## config.mk

```make
export PLATFORM = sky130hd
export DESIGN_NAME = daq_fifo_wr_ctrl
export DESIGN_NICKNAME = d
export VERILOG_FILES = /design/src/rtl/daq_fifo_wr_ctrl.sv
export SDC_FILE = /design/constraint.sdc
export NUM_CORES = 1
export LEC_CHECK = 0
export ABC_AREA = 1
export BUFFER_PORTS_ARGS = -buffer_cell sky130_fd_sc_hd__buf_2
export CORE_UTILIZATION = 60
export CTS_BUF_LIST = sky130_fd_sc_hd__clkbuf_16
export CTS_CLUSTER_DIAMETER = 150
export CTS_CLUSTER_SIZE = 24
export DETAILED_ROUTE_END_ITERATION = 7
export GPL_TIMING_DRIVEN = 0
export HOLD_SLACK_MARGIN = 0.1
export PLACE_DENSITY = 0.82
export SETUP_SLACK_MARGIN = 0.3
export SKIP_LAST_GASP = 1
export SLEW_MARGIN = 20
export SYNTH_ARGS = -nofsm -noshare
export SYNTH_HDL_FRONTEND = slang
export SYNTH_SLANG_ARGS = --single-unit
export TNS_END_PERCENT = 20
```

## constraint.sdc

```tcl
create_clock -name clk -period 2.7 [get_ports clk]
set_input_delay 0.405 -clock clk [delete_from_list [all_inputs] [get_ports clk]]
set_output_delay 0.405 -clock clk [all_outputs]
set_load 0.03 [all_outputs]
```

## src/rtl/daq_fifo_wr_ctrl.sv

```systemverilog
// DAQ FIFO write controller.
// Builds one frame per accepted trigger: a header word with the event number,
// NSAMP sample words, and a trailer word holding the count of samples that
// actually reached the FIFO. Triggers are dropped when the FIFO is almost full
// and counted as missed while a frame is in progress.
module daq_fifo_wr_ctrl #(
    parameter int NSAMP = 8,
    parameter int DW    = 16
) (
    input  logic          clk,
    input  logic          rst_n,
    input  logic          fifo_done,
    input  logic          fifo_rst,
    input  logic          l1a,
    input  logic          samp_vld,
    input  logic [DW-1:0] samp_data,
    input  logic          fifo_afull,
    input  logic          fifo_full,
    output logic          wr_en,
    output logic [DW-1:0] wr_data,
    output logic          busy,
    output logic [11:0]   evt_cnt,
    output logic [7:0]    drop_cnt,
    output logic [7:0]    miss_cnt,
    output logic          ovfl
);

    localparam logic [2:0] WAIT_RDY = 3'd0;
    localparam logic [2:0] IDLE     = 3'd1;
    localparam logic [2:0] HEADER   = 3'd2;
    localparam logic [2:0] SAMPLES  = 3'd3;
    localparam logic [2:0] TRAILER  = 3'd4;
    localparam logic [2:0] DROP     = 3'd5;

    // Index of the last sample slot in a frame.
    localparam logic [7:0] LAST_SAMP = 8'(NSAMP - 1);

    logic [2:0]    state;
    logic [2:0]    state_nxt;
    logic [7:0]    samp_cnt;   // sample slots consumed, written or suppressed
    logic [7:0]    wr_cnt;     // sample words that actually reached the FIFO
    logic          wr_req;     // this cycle would produce a FIFO word
    logic          wr_ok;      // ... and the FIFO can take it
    logic [DW-1:0] wr_word;

    assign busy  = (state != IDLE);
    assign wr_ok = wr_req & ~fifo_full;

    // Next-state decode; a FIFO reset overrides everything else.
    always_comb begin
        state_nxt = state;
        if (fifo_rst) begin
            state_nxt = WAIT_RDY;
        end else begin
            case (state)
                WAIT_RDY: if (fifo_done) state_nxt = IDLE;
                IDLE:     if (l1a) state_nxt = fifo_afull ? DROP : HEADER;
                HEADER:   state_nxt = SAMPLES;
                SAMPLES:  if (samp_vld && samp_cnt == LAST_SAMP) state_nxt = TRAILER;
                TRAILER:  state_nxt = IDLE;
                DROP:     state_nxt = IDLE;
                default:  state_nxt = WAIT_RDY;
            endcase
        end
    end

    // Select the word this state wants to write; words are 16 bits zero-extended to DW.
    always_comb begin
        wr_req  = 1'b0;
        wr_word = wr_data;
        if (!fifo_rst) begin
            case (state)
                HEADER: begin
                    wr_req  = 1'b1;
                    wr_word = DW'({4'hA, evt_cnt});
                end
                SAMPLES: begin
                    if (samp_vld) begin
                        wr_req  = 1'b1;
                        wr_word = samp_data;
                    end
                end
                TRAILER: begin
                    wr_req  = 1'b1;
                    wr_word = DW'({4'hE, 4'h0, wr_cnt});
                end
                default: ;
            endcase
        end
    end

    // State register.
    always_ff @(posedge clk or negedge rst_n) begin
        if (!rst_n) state <= WAIT_RDY;
        else        state <= state_nxt;
    end

    // Registered write port; data holds its last value between writes.
    always_ff @(posedge clk or negedge rst_n) begin
        if (!rst_n) begin
            wr_en   <= 1'b0;
            wr_data <= '0;
        end else begin
            wr_en <= wr_ok;
            if (wr_ok) wr_data <= wr_word;
        end
    end

    // Sample slot and written-word counters; suppressed writes still use a slot.
    always_ff @(posedge clk or negedge rst_n) begin
        if (!rst_n) begin
            samp_cnt <= 8'd0;
            wr_cnt   <= 8'd0;
        end else if (state == HEADER) begin
            samp_cnt <= 8'd0;
            wr_cnt   <= 8'd0;
        end else if (state == SAMPLES && samp_vld && !fifo_rst) begin
            samp_cnt <= samp_cnt + 8'd1;
            if (wr_ok) wr_cnt <= wr_cnt + 8'd1;
        end
    end

    // Sticky overflow: set on any write blocked by a full FIFO, cleared by FIFO reset.
    always_ff @(posedge clk or negedge rst_n) begin
        if (!rst_n)                    ovfl <= 1'b0;
        else if (fifo_rst)             ovfl <= 1'b0;
        else if (wr_req && fifo_full)  ovfl <= 1'b1;
    end

    // Event counter wraps; it advances only for triggers taken in IDLE.
    always_ff @(posedge clk or negedge rst_n) begin
        if (!rst_n)                                evt_cnt <= 12'd0;
        else if (state == IDLE && l1a && !fifo_rst) evt_cnt <= evt_cnt + 12'd1;
    end

    // Saturating drop counter, one count per DROP visit.
    always_ff @(posedge clk or negedge rst_n) begin
        if (!rst_n)                                 drop_cnt <= 8'd0;
        else if (state == DROP && drop_cnt != 8'hFF) drop_cnt <= drop_cnt + 8'd1;
    end

    // Saturating miss counter for triggers arriving while a frame or drop is in flight.
    always_ff @(posedge clk or negedge rst_n) begin
        if (!rst_n) begin
            miss_cnt <= 8'd0;
        end else if (l1a && state != IDLE && state != WAIT_RDY && miss_cnt != 8'hFF) begin
            miss_cnt <= miss_cnt + 8'd1;
        end
    end

endmodule
```

==> metrics.txt, run 1 <==
relative contribution of the clock network to total power 0.340; DIE AREA 6430 um2; count of H-tree levels built during CTS 3; final routed wirelength across all metal layers 8430 um; crit-path max FO 6; Area Growth Syn to Fin 21.7%; final-report setup violation count 0; Min-Delay Endpoint ovfl; Top Ports 71; final hold violations 0; placed instance count 622; crit path launch state[2]; Crit path required time 2.30 ns; Final nets 588; layout cells sized above 1 0.216; relative slew slack 0.716; source of the worst register-to-register timing path drop_cnt[0]; starting utilization of the core area 0.619; CTS tree done; filler-free cell count of the finished design 639; Max VDD drop 0.000585 V; max frequency 0.552 GHz; beginning of the worst hold path fifo_rst; post-synth top area cell dfrtp_1; Row Count 28; setup repair after global routing missed its margin false; register clock-pin slew on the reported worst setup and hold paths 0.05 ns; Reg power frac 0.369; clock root buffer clkbuf_16; area share of the largest cell type after synthesis 0.444; Cell Area, Placed 4140 um2; # Max-Cap Violations 0; final weighted congestion of routability-driven global placement 0.905; Max Clock Skew 0.00432 ns; count of input and output buffers 70; routed wirelength normalized by instance count 13.2 um; TritonCTS buffer count 9; list of cells traversed by the critical path inv_4, nand3_2, buf_2; critical path arrival 1.41 ns; number of global-route vias before repair 3,194; vias per std cell 5.34; floorplan die width 80.2 um; Avg Synthesized Cell Area 7.70 um2; # resized after CTS 0; Sum Neg Setup Slack 0 ns; leakage power 2.39 nW; design internal power 2.26 mW; post-synthesis net count 505; CTS max path bufs 2; n_diodes 0; Net Switching 1.30 mW; cell types with the largest area share after synthesis dfrtp_1 44%, nand2_1 19%, nand3_1 4.5%; endpoint of the worst-slack reg-to-reg timing path drop_cnt[2]; Period Utilization, post-route 0.671; clock insertion delay at the later pin of the skew report 0.33 ns; gr ovfl total 0; post-synthesis instance total 476; number of design rule violations left after detail routing 0; die height 80.2 um; initial antenna violation count 0; cell area after synthesis 3670 um2; standard cell core area 5920 um2; number of hold buffers added after CTS 1; largest net degree at the start of global routing 46; number of slew-limit violations in the final report 0; startpoint type of the worst setup path flop; Power Dens Cells 798 nW/um2; clock sinks 65; Yosys Warn Count 0; peak per-stage delay on the critical path 0.60 ns; synthesized flop and latch total 65; number of vias after detailed routing 3,410; first-pass GRT wire length 14,000 um; buffer count from post-CTS setup fixing 0; placement-stage worst setup slack 1.11 ns; share of total power in combinational logic 0.292; final antenna-violating net count 0; final worst setup slack 0.889 ns; HP Class in2reg; Min-Delay Path Depth 2; category of the worst setup path capture point primary output; count of TritonRoute iterations in the first routing pass 4; run status complete, no violations; register-to-register setup slack 1.09 ns; Worst Max-Slew Pin Slew 0.426 ns; final critical delay including setup and external delays 1.81 ns; Iter 0 DRT Violations 179; area of all placed cells without fillers 4460 um2; final-layout worst hold slack 0.286 ns; number of fill cells 462; global routing usage summed across all routing layers 0.289; cell at the slowest stage of the critical path dfrtp_1; fraction of the yosys area taken by sequential cells 0.444; Setup Crit Path Kind reg2out; library cells used by synthesis 30; placed wire-length estimate after detailed placement 6110 um; switching share of power 0.364; worst-case reg-to-reg path depth 6
## worst max-delay path: cells and delay by family (launching register included)
kind | cells | cell delay, ns
buffers and inverters | 2 | 0.32
AND/OR/NAND/NOR | 1 | 0.15
flip-flops | 1 | 0.60
## state kept, by name, summed over array words and instances (netlist names)
signal    flops
drop_cnt      8
evt_cnt      12
miss_cnt      8
ovfl          1
samp_cnt      8
state         3
wr_cnt        8
wr_data      16
wr_en         1
## worst max path at each step
stage,end,cells after the start
after floorplan,drop_cnt[2],6
after global placement,miss_cnt[5],1
after detailed placement,evt_cnt[9],9
after CTS,busy,3
after global routing,busy,3
final,busy,3
## cells in the final DEF (no fill, tap or decap), types with 4 or more instances in the layout
cell and count:
a21oi_1 6, buf_2 70, buf_6 6, clkbuf_16 9, dfrtp_1 65, ha_1 5
inv_1 40, nand2_1 187, nand2_2 7, nand2_4 4, nand3_1 33, nand4_1 9
nor2_1 36, nor3_1 5, o21ai_0 20, o21ai_1 7, xnor2_1 12, xor2_1 12
## cells by family after synthesis
| logic type | share of synthesized area |
|---|---|
| compound gates | 0.0563 |
| simple gates | 0.359 |
| flops | 0.444 |
| buf+inv | 0.0672 |
| xor+xnor | 0.0573 |
| fa+ha+maj | 0.0171 |
## stage by stage
stage	util	total power, mW
final	0.754	3.56
after global routing	0.754	3.74
after CTS	0.754	3.58
after detailed placement	0.699	2.35
after global placement	0.694	2.32
after floorplan	-	2.04
## Yosys cell counts
cell type	n
o21ai_1	7
nand4_2	1
inv_2	2
nor2_2	3
nor2_8	1
buf_4	1
nor2_1	36
nand2_2	7
xor2_1	12
o21ai_2	1
o21bai_1	2
a21oi_1	6
dfrtp_1	65
nand2_4	4
nand4_1	9
xnor2_1	12
buf_6	6
buf_2	1
nand2_1	187
inv_1	39
inv_4	2
nand3_1	33
nor2_4	1
nand3b_1	1
nor3_1	5
o21ai_0	20
a21oi_2	2
ha_1	5
nand3_4	3
nand3_2	2
## power groups by stage
stage          clock (mW)  combinational, mW  sequential (mW)
2_1_floorplan           0              0.488             1.55
3_3_place_gp            0               1.00             1.32
3_5_place_dp            0               1.03             1.32
4_1_cts              1.23               1.04             1.31
5_1_grt              1.26               1.14             1.34
6_report             1.21               1.04             1.31
## final cells by class
class	instances	area, um2	share of cell area
plain buffers	8	80.1	0.0179
clock buffers	9	225	0.0505
clock inverters	7	86.3	0.0193
inverters	43	166	0.0373
multi-input cells	360	1790	0.402
flip-flops and latches	65	1630	0.364
well taps	75	93.8	0.0210
repair buffers	72	390	0.0875
## routing by layer
layer | share of wire | up-vias | GRT usage
met5 | 0 | - | 0
met4 | 0.022 | 0 | 0.123
met3 | 0.049 | 17 | 0.0773
met2 | 0.48 | 101 | 0.483
met1 | 0.45 | 1616 | 0.352
li1 | - | 1676 | -
No activity file was read; power rests on OpenSTA's default activity.
==> run 2: changes to the inputs <==
--- a/config.mk
+++ b/config.mk
@@ -7,14 +7,14 @@
 export LEC_CHECK = 0
 export ABC_AREA = 1
 export BUFFER_PORTS_ARGS = -buffer_cell sky130_fd_sc_hd__buf_2
-export CORE_UTILIZATION = 60
+export CORE_UTILIZATION = 56
 export CTS_BUF_LIST = sky130_fd_sc_hd__clkbuf_16
 export CTS_CLUSTER_DIAMETER = 150
 export CTS_CLUSTER_SIZE = 24
 export DETAILED_ROUTE_END_ITERATION = 7
 export GPL_TIMING_DRIVEN = 0
 export HOLD_SLACK_MARGIN = 0.1
-export PLACE_DENSITY = 0.82
+export PLACE_DENSITY = 0.77
 export SETUP_SLACK_MARGIN = 0.3
 export SKIP_LAST_GASP = 1
 export SLEW_MARGIN = 20
==> constraint.sdc (replaced) <==
create_clock -name clk -period 1.7 [get_ports clk]
set_input_delay 0.255 -clock clk [delete_from_list [all_inputs] [get_ports clk]]
set_output_delay 0.255 -clock clk [all_outputs]
set_load 0.03 [all_outputs]
==> metrics.txt, run 2 (synthesis results as in run 1) <==
run status complete, no violations; final-layout worst hold slack 0.136 ns (-0.150 ns); final routed wirelength across all metal layers 9160 um (+8.6%); global routing usage summed across all routing layers 0.260 (-0.0290); DIE AREA 6880 um2 (+7.0%); clock insertion delay at the later pin of the skew report 0.33 ns (about the same); first-pass GRT wire length 14,400 um (+3.0%); number of slew-limit violations in the final report 0 (unchanged); number of fill cells 482 (+4.3%); relative slew slack 0.744 (+0.0279); floorplan die width 82.9 um (+3.4%); filler-free cell count of the finished design 659 (+3.1%); die height 82.9 um (+3.4%); worst-case reg-to-reg path depth 9 (+3); Power Dens Cells 1190 nW/um2 (+49%); count of input and output buffers 70 (unchanged); category of the worst setup path capture point flop; number of global-route vias before repair 3,152 (-1.3%); area used by multi-input combinational logic 1950 um2 (+8.6%); Worst Max-Slew Pin Slew 0.384 ns (-0.0418 ns); gr ovfl total 0 (unchanged); commonest cells after routing, fill and taps aside 178 x nand2_1, 69 x buf_2, 58 x dfrtp_1; Top Ports 71 (unchanged); final weighted congestion of routability-driven global placement 0.885 (-2.1%); sequential cell area 1640 um2 (+0.54%); leakage power 2.49 nW (+4.1%); critical path arrival 1.64 ns (+0.23 ns); final antenna-violating net count 0 (unchanged); CTS max path bufs 2 (unchanged); Crit path required time 1.92 ns (-0.38 ns); Sum Neg Setup Slack 0 ns (unchanged); initial antenna violation count 0 (unchanged); final hold violations 0 (unchanged); clock root buffer clkbuf_16; final critical delay including setup and external delays 1.42 ns; number of design rule violations left after detail routing 0 (unchanged); CTS tree done; Cell Area, Placed 4190 um2 (+1.1%); n_diodes 0 (unchanged); final-report setup violation count 0 (unchanged); register clock-pin slew on the reported worst setup and hold paths 0.05 ns (about the same); largest net degree at the start of global routing 39 (-15%); clock sinks 65 (unchanged); Final nets 606 (+3.1%); cell at the slowest stage of the critical path dfrtp_2; list of cells traversed by the critical path inv_4, buf_12, nand2_2, nand2_4, nand3_4, nand2_8, nand2_8, nand2_2, nand2_1; final core utilization 0.749 (-0.00504); startpoint type of the worst setup path flop; setup repair after global routing missed its margin true; area of all placed cells without fillers 4750 um2 (+6.5%); HP Class in2reg; max frequency 0.703 GHz; placement-stage worst setup slack 0.184 ns (-0.926 ns); Pwr Total 5.64 mW (+58%); final worst setup slack 0.277 ns (-0.612 ns); standard cell core area 6350 um2 (+7.2%); family with the most delay on the worst path simple AND/OR/NAND/NOR gates; Max VDD drop 0.000826 V (+41%); count of H-tree levels built during CTS 3 (unchanged); Area Growth Syn to Fin 29.6%; layout cells sized above 1 0.285 (+0.0689); CP Depth 9 (+6); crit path launch state[2]; Max Clock Skew 0.00335 ns (-0.000966 ns); starting utilization of the core area 0.578 (-0.0419); count of TritonRoute iterations in the first routing pass 5 (+1); register containing the most flip-flops in the final layout wr_data; Setup Crit Path Kind reg2reg; TritonCTS buffer count 9 (unchanged); crit-path max FO 8 (+2); Min-Delay Path Depth 2 (unchanged); leading registers by flop count wr_data x16, evt_cnt x12; placed wire-length estimate after detailed placement 6150 um (+0.76%); # Max-Cap Violations 0 (unchanged); source of the worst register-to-register timing path state[2]; number of vias after detailed routing 3,540 (+3.8%); routed wirelength normalized by instance count 13.9 um (+5.3%); placed instance count 624 (+0.32%); vias per std cell 5.37 (+0.66%); Row Count 29 (+3.6%); leading cell type in the layout, fill and taps excluded nand2_1; Period Utilization, post-route 0.837; buffer and inverter count on the worst path 2 (unchanged); max reg flops 16 (unchanged); beginning of the worst hold path fifo_rst; Iter 0 DRT Violations 200 (+12%); peak per-stage delay on the critical path 0.45 ns (-0.15 ns)
## run 2: what timing repair did
| action | 4_1_cts | 5_1_grt |
|---|---|---|
| gates resized for setup | 8 | 29 |
| endpoints found under the hold margin | 27 | 0 |
| setup endpoints to repair | 40 | 50 |
| buffers inserted | 8 | 9 |
| pin swaps | 2 | 13 |
| hold buffers | 1 | 0 |
| gates cloned | 0 | 1 |
## run 2: worst paths after layout
| path | endpoint | slack [ns] |
|---|---|---|
| max in group asynchronous | miss_cnt[1] | 0.77 |
| min in group asynchronous | wr_data[6] | 0.39 |
| worst max-delay path | wr_cnt[7] | 0.28 |
| worst min-delay path | state[2] | 0.14 |
| worst max register to register | wr_cnt[7] | 0.28 |
| worst min register to register | wr_data[1] | 0.47 |
## run 2: layer usage
| metal | global-route usage | vias up | share of wire |
|---|---|---|---|
| met5 | 0 | - | 0 |
| met4 | 0.111 | 0 | 0.023 |
| met3 | 0.0517 | 22 | 0.057 |
| met2 | 0.414 | 134 | 0.48 |
| met1 | 0.348 | 1671 | 0.44 |
| li1 | - | 1713 | - |
## run 2: area by class of cell
type / count / area share
sequential: 65 / 0.344
multi-input combinational: 360 / 0.410
timing repair buffer: 90 / 0.117
buffer: 8 / 0.0192
tap: 77 / 0.0203
clock buffer: 9 / 0.0474
clock inverter: 7 / 0.00658
inverter: 43 / 0.0355
## run 2: power by group
part,switching [mW],internal (mW),total (mW)
sequential,0.289,1.81,2.10
clock,0.643,0.958,1.60
combinational,1.23,0.706,1.94
total,2.17,3.47,5.64
==> run 3: changes to the inputs <==
--- a/config.mk
+++ b/config.mk
@@ -5,16 +5,16 @@
 export SDC_FILE = /design/constraint.sdc
 export NUM_CORES = 1
 export LEC_CHECK = 0
-export ABC_AREA = 1
+export ABC_AREA = 0
 export BUFFER_PORTS_ARGS = -buffer_cell sky130_fd_sc_hd__buf_2
-export CORE_UTILIZATION = 56
+export CORE_UTILIZATION = 55
 export CTS_BUF_LIST = sky130_fd_sc_hd__clkbuf_16
 export CTS_CLUSTER_DIAMETER = 150
 export CTS_CLUSTER_SIZE = 24
 export DETAILED_ROUTE_END_ITERATION = 7
 export GPL_TIMING_DRIVEN = 0
 export HOLD_SLACK_MARGIN = 0.1
-export PLACE_DENSITY = 0.77
+export PLACE_DENSITY = 0.76
 export SETUP_SLACK_MARGIN = 0.3
 export SKIP_LAST_GASP = 1
 export SLEW_MARGIN = 20
==> constraint.sdc (replaced) <==
create_clock -name clk -period 1.4 [get_ports clk]
set_input_delay 0.21 -clock clk [delete_from_list [all_inputs] [get_ports clk]]
set_output_delay 0.21 -clock clk [all_outputs]
set_load 0.03 [all_outputs]
==> metrics.txt, run 3 <==
run status complete, but fails checks; violated checks setup timing; library cells used by synthesis 53 (+77%); clock root buffer clkbuf_16; largest net degree at the start of global routing 39 (unchanged); starting utilization of the core area 0.571 (-0.00653); number of slew-limit violations in the final report 0 (unchanged); crit-path max FO 5 (-3); final routed wirelength across all metal layers 9690 um (+5.8%); floorplan die width 80.4 um (-3.0%); final antenna-violating net count 0 (unchanged); count of H-tree levels built during CTS 3 (unchanged); Area Growth Syn to Fin 45.7%; die height 80.4 um (-3.0%); standard cell core area 5920 um2 (-6.8%); count leader, synth dfrtp_1; clock sinks 65 (unchanged); Post-synth top flop dfrtp_1; leading registers by flop count wr_data x16, evt_cnt x12; TritonCTS buffer count 9 (unchanged); setup repair after global routing missed its margin true; commonest cells after routing, fill and taps aside 68 x buf_2, 56 x dfrtp_1, 34 x nand2_1; register clock-pin slew on the reported worst setup and hold paths 0.05 ns (about the same); final critical delay including setup and external delays 1.73 ns (+0.302 ns); routed wirelength normalized by instance count 17.7 um (+28%); met1 track demand over resource in global routing 0.394 (+0.0465); Row Count 28 (-3.4%); CTS tree done; count of flip-flops with a built-in enable after synthesis 0 (unchanged); Worst Max-Slew Pin Slew 0.575 ns (+0.191 ns); most used standard cells in the synthesized netlist 65 x dfrtp_1, 41 x nand2_1, 32 x o21ai_0; filler-free cell count of the finished design 546 (-17%); Power Dens Cells 1720 nW/um2 (+45%); worst-case reg-to-reg path depth 6 (-3); number of global-route vias before repair 3,033 (-3.8%); startpoint type of the worst setup path flop; clock insertion delay at the later pin of the skew report 0.33 ns (about the same); post-synth top area cell dfrtp_1; Max Clock Skew 0.00534 ns (+0.00199 ns); Critical Path End wr_cnt[2]; HP Class in2reg; Top Ports 71 (unchanged); Yosys Warn Count 0 (unchanged); Crit path required time 1.60 ns (-0.32 ns); placed instance count 494 (-21%); count of input and output buffers 69 (-1.4%); buffer and inverter count on the worst path 2 (unchanged); number of vias after detailed routing 3,241 (-8.4%); source of the worst register-to-register timing path state[0]; CP Depth 6 (-3); layout cells sized above 1 0.431 (+0.146); Post-synth ARST share 1.00 (unchanged); endpoint of the worst-slack reg-to-reg timing path wr_cnt[2]; register containing the most flip-flops in the final layout wr_data; cell area after synthesis 3380 um2 (-7.8%); # Max-Cap Violations 0 (unchanged); family with the most delay on the worst path compound AO/OA/AOI/OAI gates; Final nets 495 (-18%); cell types with the largest area share after synthesis dfrtp_1 48%, o21ai_0 4.7%, nand2_1 4.6%; relative slew slack 0.616 (-0.129); category of the worst setup path capture point flop; cell at the slowest stage of the critical path dfrtp_2; first-pass GRT wire length 14,600 um (+1.4%); met2 track utilization from global routing 0.477 (+0.0628); crit path launch state[0]; area share of the largest cell type after synthesis 0.481 (+0.0376); count of TritonRoute iterations in the first routing pass 5 (unchanged); final core utilization 0.832 (+0.0832); max frequency 0.580 GHz (-18%); placed wire-length estimate after detailed placement 5610 um (-8.9%); critical path arrival 1.92 ns (+0.28 ns); CTS max path bufs 2 (unchanged); busiest layer in global routing met2; Period Utilization, post-route 1.23 (+0.395); final hold violations 0 (unchanged); list of cells traversed by the critical path buf_6, or3_4, o22a_4, buf_6, o211ai_1, o311ai_1; gr ovfl total 0 (unchanged); initial antenna violation count 0 (unchanged); final worst setup slack -0.325 ns (-0.602 ns); most frequent cell on the critical path buf_6; placement-stage worst setup slack -0.434 ns (-0.619 ns); post-synthesis instance total 349 (-27%); post-synthesis net count 378 (-25%); peak per-stage delay on the critical path 0.44 ns (about the same); final weighted congestion of routability-driven global placement 0.834 (-5.8%); final-report setup violation count 58 (+58); Setup Crit Path Kind reg2reg; Avg Synthesized Cell Area 9.69 um2 (+26%); vias per std cell 5.94 (+11%); synthesized flop and latch total 65 (unchanged); number of design rule violations left after detail routing 0 (unchanged); leakage power 2.28 nW (-8.4%); global routing usage summed across all routing layers 0.302 (+0.0414); leading cell type in the layout, fill and taps excluded buf_2; Iter 0 DRT Violations 274 (+37%); DIE AREA 6460 um2 (-6.0%); Max VDD drop 0.00136 V (+64%); Sum Neg Setup Slack -9.51 ns (-9.51 ns); met3 Track Usage GR 0.0648 (+0.0131); fraction of the yosys area taken by sequential cells 0.481 (+0.0376); register-to-register setup slack -0.33 ns (-0.60 ns); max reg flops 16 (unchanged); n_diodes 0 (unchanged)
==> run 3: kinds of logic (layout without fill, tap and decap cells) <==
group | after synthesis | count (layout) | share of synthesized area
compound gates | 77 | 77 | 0.150
xor+xnor | 26 | 26 | 0.0674
fa+ha+maj | 5 | 5 | 0.0185
buf+inv | 24 | 146 | 0.0318
flops | 65 | 65 | 0.481
mux | 10 | 10 | 0.0318
simple gates | 142 | 142 | 0.220
==> run 3: layout make-up <==
cell class / instances / area, um2
Fill cell: 321 / 995
Tap cell: 75 / 93.8
Clock inverter: 7 / 143
Buffer: 16 / 134
Multi-Input combinational cell: 260 / 1970
Clock buffer: 9 / 225
Sequential cell: 65 / 1640
Inverter: 8 / 35.0
Timing Repair Buffer: 106 / 683
==> run 3: repair_timing <==
action	CTS	global route
hold endpoints to repair	27	0
pin swaps	11	20
setup buffers	22	11
hold buffers	1	0
gates resized for setup	47	54
gates cloned	2	0
endpoints found under the setup margin	96	110
==> run 3: worst min-delay path: cells and delay by family <==
family,cells,cell delay [ns]
buffers and inverters,1,0.08
AOI/OAI and AO/OA,1,0.07
and+or+nand+nor,1,0.06
==> run 3: worst min-delay path by stage <==
| stage | cells after the start | slack [ns] | start | to |
|---|---|---|---|---|
| finish | 3 | 0.12 | samp_data[15] | wr_data[15] |
| global route | 3 | 0.15 | samp_data[13] | wr_data[13] |
| CTS | 3 | 0.12 | samp_data[15] | wr_data[15] |
| detailed placement | 1 | 0.16 | rst_n | drop_cnt[5] |
| global placement | 3 | 0.44 | samp_data[12] | wr_data[12] |
| floorplan | 0 | -0.09 | rst_n | drop_cnt[0] |
==> run 3: per-layer routing <==
| layer | part of all wire | routed length [um] |
|---|---|---|
| met3 | 0.054 | 519 |
| met4 | 0.021 | 201 |
| met2 | 0.48 | 4700 |
| met5 | 0 | 0 |
| met1 | 0.44 | 4270 |
==> run 3: where the power goes <==
part	total (mW)	internal (mW)	switching [mW]
Sequential	2.85	2.30	0.543
Combinational	2.86	1.19	1.67
Clock	2.79	1.92	0.867
Total	8.49	5.41	3.08
==> run 3: through the flow <==
stage | hold slack (ns) | power (mW) | cell area, um2
finish | 0.119 | 8.49 | 4930
global route | 0.147 | 8.87 | 4930
CTS | 0.120 | 8.17 | 4660
detailed placement | 0.161 | 4.97 | 3930
global placement | 0.440 | 4.89 | 3910
floorplan | -0.0856 | 4.29 | 3470
